$ cat src/rtl/evt_cnt_pkg.sv
// Shared definitions for the parametrised event counter bank: channel
// init-value function, read FSM state encoding and channel-count ceiling.
package evt_cnt_pkg;

    localparam int MAX_NCH = 64;

    typedef enum logic {
        RD_IDLE = 1'b0,
        RD_HOLD = 1'b1
    } rd_state_e;

    // Init value of channel i: (base + i*stride) mod 2^width.
    // The tally only counts invocations; the result never depends on it,
    // so every call for a given channel yields the same value.
    function static logic [31:0] init_val(int i, int base, int stride, int width);
        static int tally = 0;
        longint sum;
        longint mask;
        tally = tally + 1;
        sum   = longint'(base) + longint'(i) * longint'(stride);
        mask  = (longint'(1) << width) - longint'(1);
        return 32'(sum & mask);
    endfunction

endpackage

$ cat src/rtl/evt_cnt_chan.sv
// One event counter channel: clear/increment priority, wrap or saturate
// on overflow, and a sticky overflow flag.
module evt_cnt_chan
    import evt_cnt_pkg::*;
#(
    parameter int               WIDTH = 8,
    parameter int               SAT   = 0,
    parameter logic [WIDTH-1:0] INIT  = '0
) (
    input  logic             clk,
    input  logic             rst_n,
    input  logic             inc,
    input  logic             clr,
    output logic [WIDTH-1:0] cnt,
    output logic             ovf
);

    localparam logic [WIDTH-1:0] ALL_ONES = '1;

    // Next count after one event: wraps to zero or sticks at all-ones.
    function automatic logic [WIDTH-1:0] bump(input logic [WIDTH-1:0] v);
        if (v != ALL_ONES) begin
            return v + 1'b1;
        end else if (SAT != 0) begin
            return v;
        end else begin
            return '0;
        end
    endfunction

    // Counter and sticky overflow; clear beats increment beats hold.
    always_ff @(posedge clk or negedge rst_n) begin
        if (!rst_n) begin
            cnt <= INIT;
            ovf <= 1'b0;
        end else if (clr) begin
            cnt <= INIT;
            ovf <= 1'b0;
        end else if (inc) begin
            cnt <= bump(cnt);
            if (cnt == ALL_ONES) begin
                ovf <= 1'b1;
            end
        end
    end

endmodule

$ cat src/rtl/param_evt_counter_bank.sv
// Bank of NCH event counters with elaboration-time init values and a
// registered single-channel valid/ready readback port.
module param_evt_counter_bank
    import evt_cnt_pkg::*;
#(
    parameter  int NCH    = 4,
    parameter  int WIDTH  = 8,
    parameter  int BASE   = 1,
    parameter  int STRIDE = 16,
    parameter  int SAT    = 0,
    localparam int IDXW   = (NCH > 1) ? $clog2(NCH) : 1
) (
    input  logic             clk,
    input  logic             rst_n,
    input  logic [NCH-1:0]   inc_i,
    input  logic [NCH-1:0]   clr_i,
    input  logic             rd_req_i,
    input  logic [IDXW-1:0]  rd_idx_i,
    input  logic             rd_ready_i,
    output logic             rd_valid_o,
    output logic [WIDTH-1:0] rd_data_o,
    output logic             rd_err_o,
    output logic [NCH-1:0]   ovf_o
);

    // Two independent evaluations of channel 0's init value; they must agree.
    localparam logic [WIDTH-1:0] INIT0_A = WIDTH'(init_val(0, BASE, STRIDE, WIDTH));
    localparam logic [WIDTH-1:0] INIT0_B = WIDTH'(init_val(0, BASE, STRIDE, WIDTH));

    if (INIT0_A != INIT0_B) begin : g_init_chk
        $error("init_val is not repeatable: %0d vs %0d", INIT0_A, INIT0_B);
    end

    if (NCH < 1 || NCH > MAX_NCH) begin : g_nch_chk
        $error("NCH=%0d outside 1..%0d", NCH, MAX_NCH);
    end

    if (WIDTH < 2 || WIDTH > 32) begin : g_width_chk
        $error("WIDTH=%0d outside 2..32", WIDTH);
    end

    logic [WIDTH-1:0] cnt [NCH];

    for (genvar c = 0; c < NCH; c++) begin : g_chan
        evt_cnt_chan #(
            .WIDTH (WIDTH),
            .SAT   (SAT),
            .INIT  (WIDTH'(init_val(c, BASE, STRIDE, WIDTH)))
        ) u_chan (
            .clk   (clk),
            .rst_n (rst_n),
            .inc   (inc_i[c]),
            .clr   (clr_i[c]),
            .cnt   (cnt[c]),
            .ovf   (ovf_o[c])
        );
    end

    // Channel select; an index with no matching channel reads as zero with error.
    logic [WIDTH-1:0] sel_data;
    logic             sel_err;

    always_comb begin
        sel_data = '0;
        sel_err  = 1'b1;
        for (int c = 0; c < NCH; c++) begin
            if (rd_idx_i == IDXW'(c)) begin
                sel_data = cnt[c];
                sel_err  = 1'b0;
            end
        end
    end

    rd_state_e state_q;
    rd_state_e state_d;
    logic      load;

    // Read FSM: capture on request when idle, or on request with ready in hold.
    always_comb begin
        state_d = state_q;
        load    = 1'b0;
        case (state_q)
            RD_IDLE: begin
                if (rd_req_i) begin
                    load    = 1'b1;
                    state_d = RD_HOLD;
                end
            end
            RD_HOLD: begin
                if (rd_ready_i) begin
                    if (rd_req_i) begin
                        load = 1'b1;
                    end else begin
                        state_d = RD_IDLE;
                    end
                end
            end
            default: state_d = RD_IDLE;
        endcase
    end

    logic             vld_p1;
    logic [WIDTH-1:0] rd_data_p1;
    logic             rd_err_p1;

    // ---- stage p1: registered read response ----
    // State, valid flag and captured data; data is held until the next load.
    always_ff @(posedge clk or negedge rst_n) begin
        if (!rst_n) begin
            state_q    <= RD_IDLE;
            vld_p1     <= 1'b0;
            rd_data_p1 <= '0;
            rd_err_p1  <= 1'b0;
        end else begin
            state_q <= state_d;
            vld_p1  <= (state_d == RD_HOLD);
            if (load) begin
                rd_data_p1 <= sel_data;
                rd_err_p1  <= sel_err;
            end
        end
    end

    assign rd_valid_o = vld_p1;
    assign rd_data_o  = rd_data_p1;
    assign rd_err_o   = rd_err_p1;

endmodule

$ cat config.mk
export PLATFORM = sky130hd
export DESIGN_NAME = param_evt_counter_bank
export DESIGN_NICKNAME = d
export VERILOG_FILES = /design/src/rtl/evt_cnt_pkg.sv /design/src/rtl/evt_cnt_chan.sv /design/src/rtl/param_evt_counter_bank.sv
export SDC_FILE = /design/constraint.sdc
export NUM_CORES = 1
export LEC_CHECK = 0
export ABC_AREA = 1
export BUFFER_PORTS_ARGS = -buffer_cell sky130_fd_sc_hd__buf_2
export CORE_ASPECT_RATIO = 0.8
export CORE_MARGIN = 1.5
export CORE_UTILIZATION = 30
export CTS_BUF_LIST = sky130_fd_sc_hd__clkbuf_16
export CTS_CLUSTER_SIZE = 8
export DETAILED_ROUTE_END_ITERATION = 8
export SLEW_MARGIN = 20
export SYNTH_ARGS = -nofsm -noshare
export SYNTH_HDL_FRONTEND = slang
export SYNTH_HIERARCHICAL = 1
export SYNTH_SLANG_ARGS = --single-unit
$ cat constraint.sdc
create_clock -name clk -period 1.41 [get_ports clk]
set_input_delay 0.0705 -clock clk [delete_from_list [all_inputs] [get_ports clk]]
set_output_delay 0.0705 -clock clk [all_outputs]
set_load 0.005 [all_outputs]
# Word level (Yosys, flattened, before mapping)
# Cells that the tools add are included.
[word_totals]
reg_bits = 46
inputBits = 14
output_inout_bits = 14
elab_cells = 77
[classes]
add_sub_neg = 4
n_eq_ne = 11
n_mux = 37
n_bitwise = 1
n_reduce_logical = 13
[op_table]
columns = ["operator", "count"]
rows = [
  ["$mux 8", 16],
  ["$add 8x1->8 const B", 4],
  ["$eq 8x8->1 const B", 4],
  ["$ne 8x8->1 const B", 4],
  ["$mux 1", 19],
  ["$reduce_bool 2->1", 8],
  ["$reduce_and 2->1", 4],
  ["$eq 2x2->1 const B", 2],
  ["$pmux 1 s2", 2],
  ["$eq 2x1->1 const B", 1],
  ["$logic_not 2->1", 1],
  ["$not 1->1", 1],
]

# Depth between registers and ports, before layout
# Gate-level depths: netlist of the first run.
[logic_depth]
word_depth = 5
depth_mapped = 8
ltp_nobuf = 8

# By module
# The synthesis of the first run kept the hierarchy.
[modules_own_cells]
columns = ["mod", "n_inst", "cells_each", "area_per_inst_um2", "seq_area_each_um2"]
rows = [
  ["param_evt_counter_bank", 1, 95, 614.3, 250.2],
  ["evt_cnt_chan at g_chan[1].u_chan", 1, 68, 524.3, 227.7],
  ["evt_cnt_chan at g_chan[2].u_chan", 1, 71, 524.3, 227.7],
  ["evt_cnt_chan at g_chan[0].u_chan", 1, 71, 510.5, 226.5],
  ["evt_cnt_chan at g_chan[3].u_chan", 1, 63, 501.7, 229.0],
]

# Worst setup path after synthesis of the first run
# No wires, ideal clock.
[synth_timing]
path_type = "flip-flop to flip-flop"
start = "register g_chan[0].u_chan.cnt[0]"
end = "register g_chan[0].u_chan.cnt[3]"
setup_ps = 119
t_arrival_ps = 1169
required_time_ps = 1291
setup_slack_ps = 122
path_stages_with_launch = 9
path_buffers = 0
synth_period_minus_slack_ps = 1288
path_cell_list = "dfstp_2 ha_1 inv_1 nor2_1 nand2_1 nand2_1 nand2_1 inv_1 nor2_1"
[synth_between]
elab_chain_len = 4
elab_cells_between_ends = 5
cone_classes = "add/sub: 1; eq/ne: 1; mux: 3"
[synth_lines]
columns = ["item", "line_no", "rtl"]
rows = [
  ["from (decl)", "evt_cnt_chan.sv:14", "output logic [WIDTH-1:0] cnt,"],
  ["from (signal assigned)", "evt_cnt_chan.sv:40", "cnt <= bump(cnt);"],
  ["$add 8x1->8 / $ne 8x8->1 (equally long branches)", "evt_cnt_chan.sv:23, evt_cnt_chan.sv:22", ""],
  ["$mux 8 (*)", "evt_cnt_chan.sv:22", "if (v != ALL_ONES) begin"],
  ["$mux 8 (*)", "evt_cnt_chan.sv:39", "end else if (inc) begin"],
  ["$mux 8 (*)", "evt_cnt_chan.sv:36", "end else if (clr) begin"],
]
# Mark *: on every way between the ends. The rest lies on a longest branch, timed or not. The select of a mux whose other input is x is not followed.
# A chain may end at the register's enable or synchronous reset.

# Final worst setup path of the first run
[layout_timing]
start = "register g_chan[0].u_chan.cnt[0]"
end = "register g_chan[0].u_chan.cnt[5]"
# The elaborated chain is that of the path after synthesis.

==> results.py, run 1 <==
metrics = {
    "critical_path": {
        "endpoint_kind": "flip-flop",
        "worstPathArrival_ns": 1.50,
        "regToRegStartpoint": "g_chan[0].u_chan/cnt[0]$_DFFE_PN1P_",
        "crit_path_start_kind": "flip-flop",
        "crit_fanout": 3,
        "crit_type": "reg -> reg",
        "r2r-end": "g_chan[0].u_chan/cnt[5]$_DFFE_PN0P_",
        "worstPathRequired_ns": 1.59,
        "r2r_slack_ns": 0.1,
        "crit_start": "g_chan[0].u_chan/cnt[0]$_DFFE_PN1P_",
        "r2r_cells": 8,
    },
    "floorplan": {
        "die_w_um": 109,
        "start_util_pct": 31.3,
        "ios": 28,
        "dieArea_um2": 9500,
        "coreArea_um2": 8560,
        "rows": 30,
        "fp.dieH_um": 87.5,
    },
    "synthesis": {
        "syn_inst": 368,
        "ys_ff_latch": 46,
        "syn_nets": 386,
        "syn_area_um2": 2680,
        "synth_cell_types": 24,
        "postSynthAreaPerCell_um2": 7.27,
        "synth_warnings": 6,
        "synth_seq_area_share_pct": 43.4,
    },
    "route": {
        "vias": 2361,
        "wire_per_inst_um": 11.4,
        "dr.pass1.iters": 4,
        "drc": 0,
        "drt_iter0_markers": 86,
        "wl_um": 5930,
        "viasPerCell": 4.55,
        "postRouteAntennaNets": 0,
    },
    "cells_and_area": {
        "finish.utilization_pct": 37.4,
        "syn_to_final_growth_pct": 19.5,
        "final_common_cell": "nand2_1",
        "fin_nets": 424,
        "final_cell_mix": "111 x nand2_1, 52 x nor2_1, 40 x inv_1",
        "final_cells": 519,
        "fillers": 897,
        "layout-drive-gt1-share_pct": 21.1,
        "diodes": 0,
        "fin_area_um2": 3200,
    },
    "clocking": {
        "cts_sinks": 46,
        "htreeDepth": 2,
        "cts_tree": "done",
        "clockRootBuffer": "clkbuf_16",
        "cts_made_buffers": 5,
        "clock_latency_ns": 0.29,
        "clk_pin_slew_ns": 0.07,
        "clk_path_buf_depth": 2,
    },
    "worst_hold_path": {
        "hp-start": "clr_i[3]",
        "hold_depth": 2,
        "worst_hold_path_type": "in -> reg",
        "hold_end": "g_chan[3].u_chan/ovf$_DFFE_PN0P_",
    },
    "sta": {
        "finalSetupViolCount": 0,
        "period_share_pct": 93.2,
        "skew_ns": 0.00456,
        "fmax_mhz": 761,
        "grt_setup_unrepaired": "no",
        "finalCriticalPeriod_ns": 1.31,
        "tns_ns": 0,
        "slew_violations": 0,
        "final_hold_viol_count": 0,
        "layout_setup_ws_ns": 0.0954,
        "whs_ns": 0.00950,
        "slew-limit-headroom_pct": 69.8,
        "tightest_slew_ns": 0.453,
    },
    "placement": {
        "gp_congestion": 0.851,
        "dpl-instance-area_um2": 2980,
        "io_buffers": 27,
        "pre_cts_ws_ns": 0.000624,
        "dpl.cell_count": 509,
        "place_hpwl_um": 4520,
    },
    "grt": {
        "grt_max_degree": 30,
        "grt_overflow": 0,
        "grt_pass1_wl_um": 9950,
        "grt_pass1_vias": 2165,
        "gr-usage-all-layers_pct": 13.6,
        "antenna_found_initial": 0,
    },
    "status": {
        "status": "completed",
    },
    "flow_run": {
        "cap_violations": 0,
    },
    "power_and_ir_drop": {
        "power_mw": 3.24,
        "p_leak_nw": 1.58,
        "ir_drop_mv": 0.381,
        "power_density_nw_per_um2": 1010,
    },
}
[final cells by class]
class / instances / area (um^2) / share of cell area, %
Clock buffer: 5 / 125 / 3.91
Sequential cell: 46 / 1160 / 36.3
Multi-Input combinational cell: 275 / 1360 / 42.4
Timing Repair Buffer: 35 / 210 / 6.58
Clock inverter: 3 / 43.8 / 1.37
Tap cell: 112 / 140 / 4.38
Inverter: 43 / 161 / 5.05
[state kept, by name, indices dropped and copies added, names as in the netlist]
| register | count |
|---|---|
| g_chan.u_chan/cnt | 32 |
| rd_data_o | 8 |
| g_chan.u_chan/ovf | 4 |
| rd_err_o | 1 |
| rd_valid_o | 1 |
[cells by family after synthesis]
group	count (synthesis)	share of synthesized area, %
simple gates	233	39.1
fa+ha+maj	4	1.87
compound gates	31	6.36
xor+xnor	7	2.29
buf+inv	47	6.97
flops	46	43.4
[synth_stat cells]
cell,instances,share of area [%]
nand2_1,113,16
nor2_1,53,7.4
inv_1,40,5.6
dfrtp_1,38,36
nand3_1,31,5.8
o21ai_0,14,2.6
a21oi_1,11,2.1
nor2_2,10,2.3
nand2_2,9,2.1
dfstp_2,8,7.9
nand4_1,6,1.4
nor2_4,5,2.1
ha_1,4,1.9
nand3_2,4,1.5
xnor2_1,4,1.3
inv_2,3,0.42
xor2_1,3,0.98
buf_2,2,0.37
buf_4,2,0.56
nand3b_1,2,0.56
o211ai_1,2,0.56
o21a_1,2,0.56
a21boi_0,1,0.28
o21bai_1,1,0.28
[worst max path at each step]
stage                                                      to  slack (ns)
final                     g_chan[0].u_chan/cnt[5]$_DFFE_PN0P_         0.1
after global routing      g_chan[3].u_chan/cnt[2]$_DFFE_PN0P_       0.002
after CTS                 g_chan[0].u_chan/cnt[5]$_DFFE_PN0P_       0.003
after detailed placement  g_chan[0].u_chan/cnt[5]$_DFFE_PN0P_      0.0006
after global placement    g_chan[0].u_chan/cnt[3]$_DFFE_PN0P_        0.05
after floorplan           g_chan[0].u_chan/cnt[3]$_DFFE_PN0P_        0.12
[critical path, cell delays in order, from the launching register on]
cell,delay (ns)
dfstp_2,0.57
ha_4,0.15
inv_1,0.04
nor2_2,0.11
nand2_2,0.08
nand2_1,0.06
nand2_1,0.06
inv_1,0.09
nor2_1,0.05
[power breakdown]
part	leakage, nW	total (mW)	internal, mW	switching [mW]
sequential	0.598	1.48	1.41	0.0779
clock	0.0842	1.34	0.839	0.504
combinational	0.894	0.417	0.164	0.252
[metal layers]
layer  part of all wire, %  vias to the layer above  routed length (um)  GRT usage [%]
met4                   1.1                        0                  65           5.02
li1                      -                     1238                   -              -
met3                   3.9                        5                 234           3.22
met5                     0                        -                   0              0
met1                    52                     1080                3110           18.8
met2                    42                       38                2520           20.6
[what timing repair did]
item	4_1_cts	5_1_grt
resized for setup	1	6
endpoints found under the setup margin	2	13
pin swaps	0	2
buffers inserted	0	1
hold endpoints to repair	14	0
hold buffers	1	0
(Power assumes the default switching activity.)
==> run 2, diff against run 1 <==
==> constraint.sdc (replaced) <==
create_clock -name clk -period 1.41 [get_ports clk]
set_input_delay 0.423 -clock clk [delete_from_list [all_inputs] [get_ports clk]]
set_output_delay 0.423 -clock clk [all_outputs]
set_load 0.005 [all_outputs]
==> results.py, run 2 (synthesis results as in run 1) <==
metrics = {
    "critical_path": {
        "max_stage_delay_ns": 0.54,
        "cp.depth": 8,
        "r2r_slack_ns": 0.08,
        "crit_path_frequent_cell": "nand2_1",
        "crit_path_start_kind": "flip-flop",
        "worstPathRequired_ns": 1.59,
        "critical_path.top_delay_family": "flip-flops",
        "crit_fanout": 3,
        "crit_path_top_delay_cell": "dfstp_2",
        "crit_type": "reg -> reg",
        "worstPathArrival_ns": 1.51,
        "path_cells": "ha_2, inv_1, nor2_2, nand2_2, nand2_1, nand2_1, inv_2, nor2_1",
        "r2r_cells": 8,
        "endpoint_kind": "flip-flop",
        "cp_num_buf_inv": 2,
    },
    "sta": {
        "slew-limit-headroom_pct": 81.7,
        "tightest_slew_ns": 0.274,
        "skew_ns": 0.00355,
        "finalSetupViolCount": 0,
        "final_hold_viol_count": 0,
        "finalCriticalPeriod_ns": 1.33,
        "slew_violations": 0,
        "period_share_pct": 94.3,
        "fmax_mhz": 752,
        "tns_ns": 0,
    },
    "floorplan": {
        "ios": 28,
        "fp.dieH_um": 87.5,
        "die_w_um": 109,
        "start_util_pct": 31.3,
        "coreArea_um2": 8560,
        "rows": 30,
        "dieArea_um2": 9500,
    },
    "route": {
        "postRouteAntennaNets": 0,
        "wire_per_inst_um": 11.0,
        "viasPerCell": 4.51,
        "dr.pass1.iters": 4,
        "drt_iter0_markers": 91,
        "vias": 2340,
        "drc": 0,
        "wl_um": 5730,
    },
    "grt": {
        "antenna_found_initial": 0,
        "grt_pass1_wl_um": 9800,
        "grt_pass1_vias": 2203,
        "grt_overflow": 0,
        "gr-usage-all-layers_pct": 13.4,
        "grt_max_degree": 47,
    },
    "power_and_ir_drop": {
        "power_mw": 3.19,
        "p_leak_nw": 1.57,
        "power_density_nw_per_um2": 1010,
        "ir_drop_mv": 0.388,
    },
    "cells_and_area": {
        "final_cell_mix": "111 x nand2_1, 52 x nor2_1, 40 x inv_1",
        "largest_register": "g_chan.u_chan/cnt",
        "largest_reg_flops": 32,
        "final_common_cell": "nand2_1",
        "fin_nets": 424,
        "syn_to_final_growth_pct": 18.6,
        "diodes": 0,
        "layout-drive-gt1-share_pct": 21.1,
        "final_cells": 519,
    },
    "clocking": {
        "cts_tree": "done",
        "cts_made_buffers": 5,
        "clockRootBuffer": "clkbuf_16",
        "cts_sinks": 46,
        "clk_pin_slew_ns": 0.06,
        "htreeDepth": 2,
        "postCtsHoldBufs": 0,
        "clock_latency_ns": 0.29,
        "clk_path_buf_depth": 2,
    },
    "placement": {
        "place_hpwl_um": 4420,
        "io_buffers": 27,
        "gp_congestion": 0.849,
        "dpl.cell_count": 510,
    },
    "worst_hold_path": {
        "worst_hold_path_type": "in -> async",
    },
    "flow_run": {
        "cap_violations": 0,
    },
    "status": {
        "status": "completed",
    },
}
## run 2: changes by cell type in the layout (fill, tap and decap cells not counted), sizes merged
cell / delta
buf: +1
dlygate4sd3: -1
## run 2: path summary, 6_finish.rpt
path                                                     start                                  end
hold reg to reg                       rd_data_o[1]$_DFFE_PN0P_             rd_data_o[1]$_DFFE_PN0P_
min in group clk                                      rd_req_i                 rd_err_o$_DFFE_PN0P_
max in group asynchronous                                rst_n  g_chan[1].u_chan/cnt[4]$_DFFE_PN1P_
setup / recovery           g_chan[0].u_chan/cnt[0]$_DFFE_PN1P_  g_chan[0].u_chan/cnt[3]$_DFFE_PN0P_
hold / removal                                           rst_n             rd_data_o[7]$_DFFE_PN0P_
setup reg to reg           g_chan[0].u_chan/cnt[0]$_DFFE_PN1P_  g_chan[0].u_chan/cnt[3]$_DFFE_PN0P_
## run 2: per-stage QoR
step                      worst slack [ns]  instance area [um^2]  util [%]  hold slack [ns]
final                               0.0798                  3170      37.1            0.104
after global routing              -0.00562                  3170      37.1            0.134
after CTS                           0.0237                  3150      36.8            0.123
after detailed placement            0.0369                  2990      34.9            0.426
after global placement              0.0588                  2990      34.9            0.427
after floorplan                      0.122                  2680         -            0.127
## run 2: area by class of cell
type	count	area (um^2)
clock buffer	5	125
multi-input combinational	275	1340
sequential	46	1160
clock inverter	3	37.5
fill	885	5390
inverter	43	161
timing repair buffer	35	208
tap	112	140
## run 2: what timing repair did
action | 4_1_cts | 5_1_grt
buffers inserted | 0 | 1
endpoints found under the setup margin | 0 | 11
gates resized for setup | 0 | 6
endpoints found under the hold margin | 0 | 0
## run 2: power by group
group	total [mW]	switching (mW)	leakage [nW]	internal, mW
clock	1.30	0.474	0.0826	0.823
sequential	1.48	0.0734	0.598	1.41
combinational	0.414	0.251	0.891	0.163
## run 2: layer usage
metal | up-vias | wire length [um] | global-route usage (%)
met5 | - | 0 | 0
met4 | 0 | 35 | 4.55
met3 | 2 | 237 | 3.52
met2 | 41 | 2520 | 21.0
met1 | 1062 | 2940 | 17.9
li1 | 1235 | - | -
==> run 3, diff against run 2 <==
--- a/config.mk
+++ b/config.mk
@@ -13,6 +13,8 @@
 export CTS_BUF_LIST = sky130_fd_sc_hd__clkbuf_16
 export CTS_CLUSTER_SIZE = 8
 export DETAILED_ROUTE_END_ITERATION = 8
+export PLACE_DENSITY_LB_ADDON = 0.1
+export SKIP_CTS_REPAIR_TIMING = 1
 export SLEW_MARGIN = 20
 export SYNTH_ARGS = -nofsm -noshare
 export SYNTH_HDL_FRONTEND = slang
==> results.py, run 3 (synthesis results as in run 1) <==
metrics = {
    "status": {
        "status": "completed",
    },
    "floorplan": {
        "fp.dieH_um": 87.5,
        "coreArea_um2": 8560,
        "rows": 30,
        "dieArea_um2": 9500,
        "start_util_pct": 31.3,
        "die_w_um": 109,
        "ios": 28,
    },
    "cells_and_area": {
        "syn_to_final_growth_pct": 18.2,
        "final_common_cell": "nand2_1",
        "fin_nets": 424,
        "final_cell_mix": "111 x nand2_1, 52 x nor2_1, 40 x inv_1",
        "layout-drive-gt1-share_pct": 21.1,
        "largest_reg_flops": 32,
        "fillers": 910,
        "largest_register": "g_chan.u_chan/cnt",
        "diodes": 0,
    },
    "route": {
        "dr.pass1.iters": 4,
        "wl_um": 6190,
        "vias": 2363,
        "postRouteAntennaNets": 0,
        "drt_iter0_markers": 84,
        "drc": 0,
        "viasPerCell": 4.55,
        "wire_per_inst_um": 11.9,
    },
    "critical_path": {
        "crit_path_start_kind": "flip-flop",
        "crit_path_top_delay_cell": "dfstp_2",
        "critical_path.top_delay_family": "flip-flops",
        "worstPathArrival_ns": 1.51,
        "cp_num_buf_inv": 2,
        "max_stage_delay_ns": 0.55,
        "crit_path_frequent_cell": "nand2_1",
        "crit_type": "reg -> reg",
        "endpoint_kind": "flip-flop",
        "cp.depth": 8,
        "path_cells": "ha_2, inv_1, nor2_2, nand2_2, nand2_1, nand2_1, inv_2, nor2_1",
        "crit_start": "g_chan[0].u_chan/cnt[0]$_DFFE_PN1P_",
        "r2r_cells": 8,
        "worstPathRequired_ns": 1.59,
        "regToRegStartpoint": "g_chan[0].u_chan/cnt[0]$_DFFE_PN1P_",
        "crit_fanout": 4,
    },
    "sta": {
        "finalCriticalPeriod_ns": 1.33,
        "layout_setup_ws_ns": 0.0821,
        "slew-limit-headroom_pct": 80.2,
        "skew_ns": 0.00592,
        "tightest_slew_ns": 0.296,
        "period_share_pct": 94.2,
        "fmax_mhz": 753,
        "grt_setup_unrepaired": "no",
        "final_hold_viol_count": 0,
        "finalSetupViolCount": 0,
        "tns_ns": 0,
        "slew_violations": 0,
    },
    "placement": {
        "place_hpwl_um": 4680,
        "gp_congestion": 0.849,
        "pre_cts_ws_ns": 0.0117,
        "io_buffers": 27,
    },
    "clocking": {
        "clockRootBuffer": "clkbuf_16",
        "cts_made_buffers": 5,
        "htreeDepth": 2,
        "clk_path_buf_depth": 2,
        "clock_latency_ns": 0.29,
        "cts_tree": "done",
        "clk_pin_slew_ns": 0.06,
        "cts_sinks": 46,
    },
    "power_and_ir_drop": {
        "netSwitchingPower_mw": 0.825,
        "ir_drop_mv": 0.652,
        "p_int_mw": 2.21,
        "p_comb_share_pct": 14.1,
        "sw_frac_of_total_pct": 27.1,
        "p_leak_nw": 1.56,
        "pwr-share-clk_pct": 37.2,
        "power_density_nw_per_um2": 961,
        "seq_power_share_pct": 48.7,
    },
    "grt": {
        "grt_max_degree": 47,
        "antenna_found_initial": 0,
        "grt_overflow": 0,
        "grt_pass1_wl_um": 10600,
        "gr-usage-all-layers_pct": 14.4,
        "grt_pass1_vias": 2201,
    },
    "worst_hold_path": {
        "worst_hold_path_type": "in -> async",
    },
    "flow_run": {
        "cap_violations": 0,
    },
}
run 3: per-layer routing:
metal | vias to the layer above | part of all wire, % | GRT usage [%]
met4 | 0 | 0.86 | 3.59
met2 | 39 | 42 | 21.4
met1 | 1086 | 53 | 20.8
met5 | - | 0 | 0
li1 | 1233 | - | -
met3 | 5 | 4.6 | 3.74
run 3: worst paths after layout:
kind / to / slack (ns)
setup / recovery: g_chan[0].u_chan/cnt[3]$_DFFE_PN0P_ / 0.08
hold / removal: g_chan[2].u_chan/cnt[1]$_DFFE_PN0P_ / 0.11
setup reg to reg: g_chan[0].u_chan/cnt[3]$_DFFE_PN0P_ / 0.08
hold reg to reg: rd_data_o[1]$_DFFE_PN0P_ / 0.47
max in group asynchronous: g_chan[3].u_chan/cnt[4]$_DFFE_PN1P_ / 1.02
min in group clk: rd_valid_o$_DFF_PN0_ / 0.37
run 3: through the flow:
stage	cell area [um^2]	utilization, %	total power, mW	hold slack, ns	cells
after global routing	3160	37.0	3.23	0.138	519
after global placement	3000	35.0	1.93	0.433	511
after detailed placement	3000	35.0	1.93	0.431	511
after floorplan	2680	-	1.73	0.127	368
final	3160	37.0	3.04	0.107	519
after CTS	3140	36.6	3.10	0.122	519
run 3: power by group through the flow:
stage / Clock [mW] / Combinational (mW) / Sequential (mW)
4_1_cts: 1.19 / 0.428 / 1.48
5_1_grt: 1.24 / 0.495 / 1.49
3_3_place_gp: 0 / 0.424 / 1.50
2_1_floorplan: 0 / 0.231 / 1.50
3_5_place_dp: 0 / 0.427 / 1.50
6_report: 1.13 / 0.427 / 1.48
run 3: layout make-up:
cell class / instances / area, um^2 / area share [%]
Tap cell: 112 / 140 / 4.43
Timing Repair Buffer: 35 / 208 / 6.57
Clock inverter: 3 / 12.5 / 0.396
Sequential cell: 46 / 1160 / 36.7
Inverter: 43 / 161 / 5.10
Clock buffer: 5 / 125 / 3.96
Multi-Input combinational cell: 275 / 1360 / 42.8
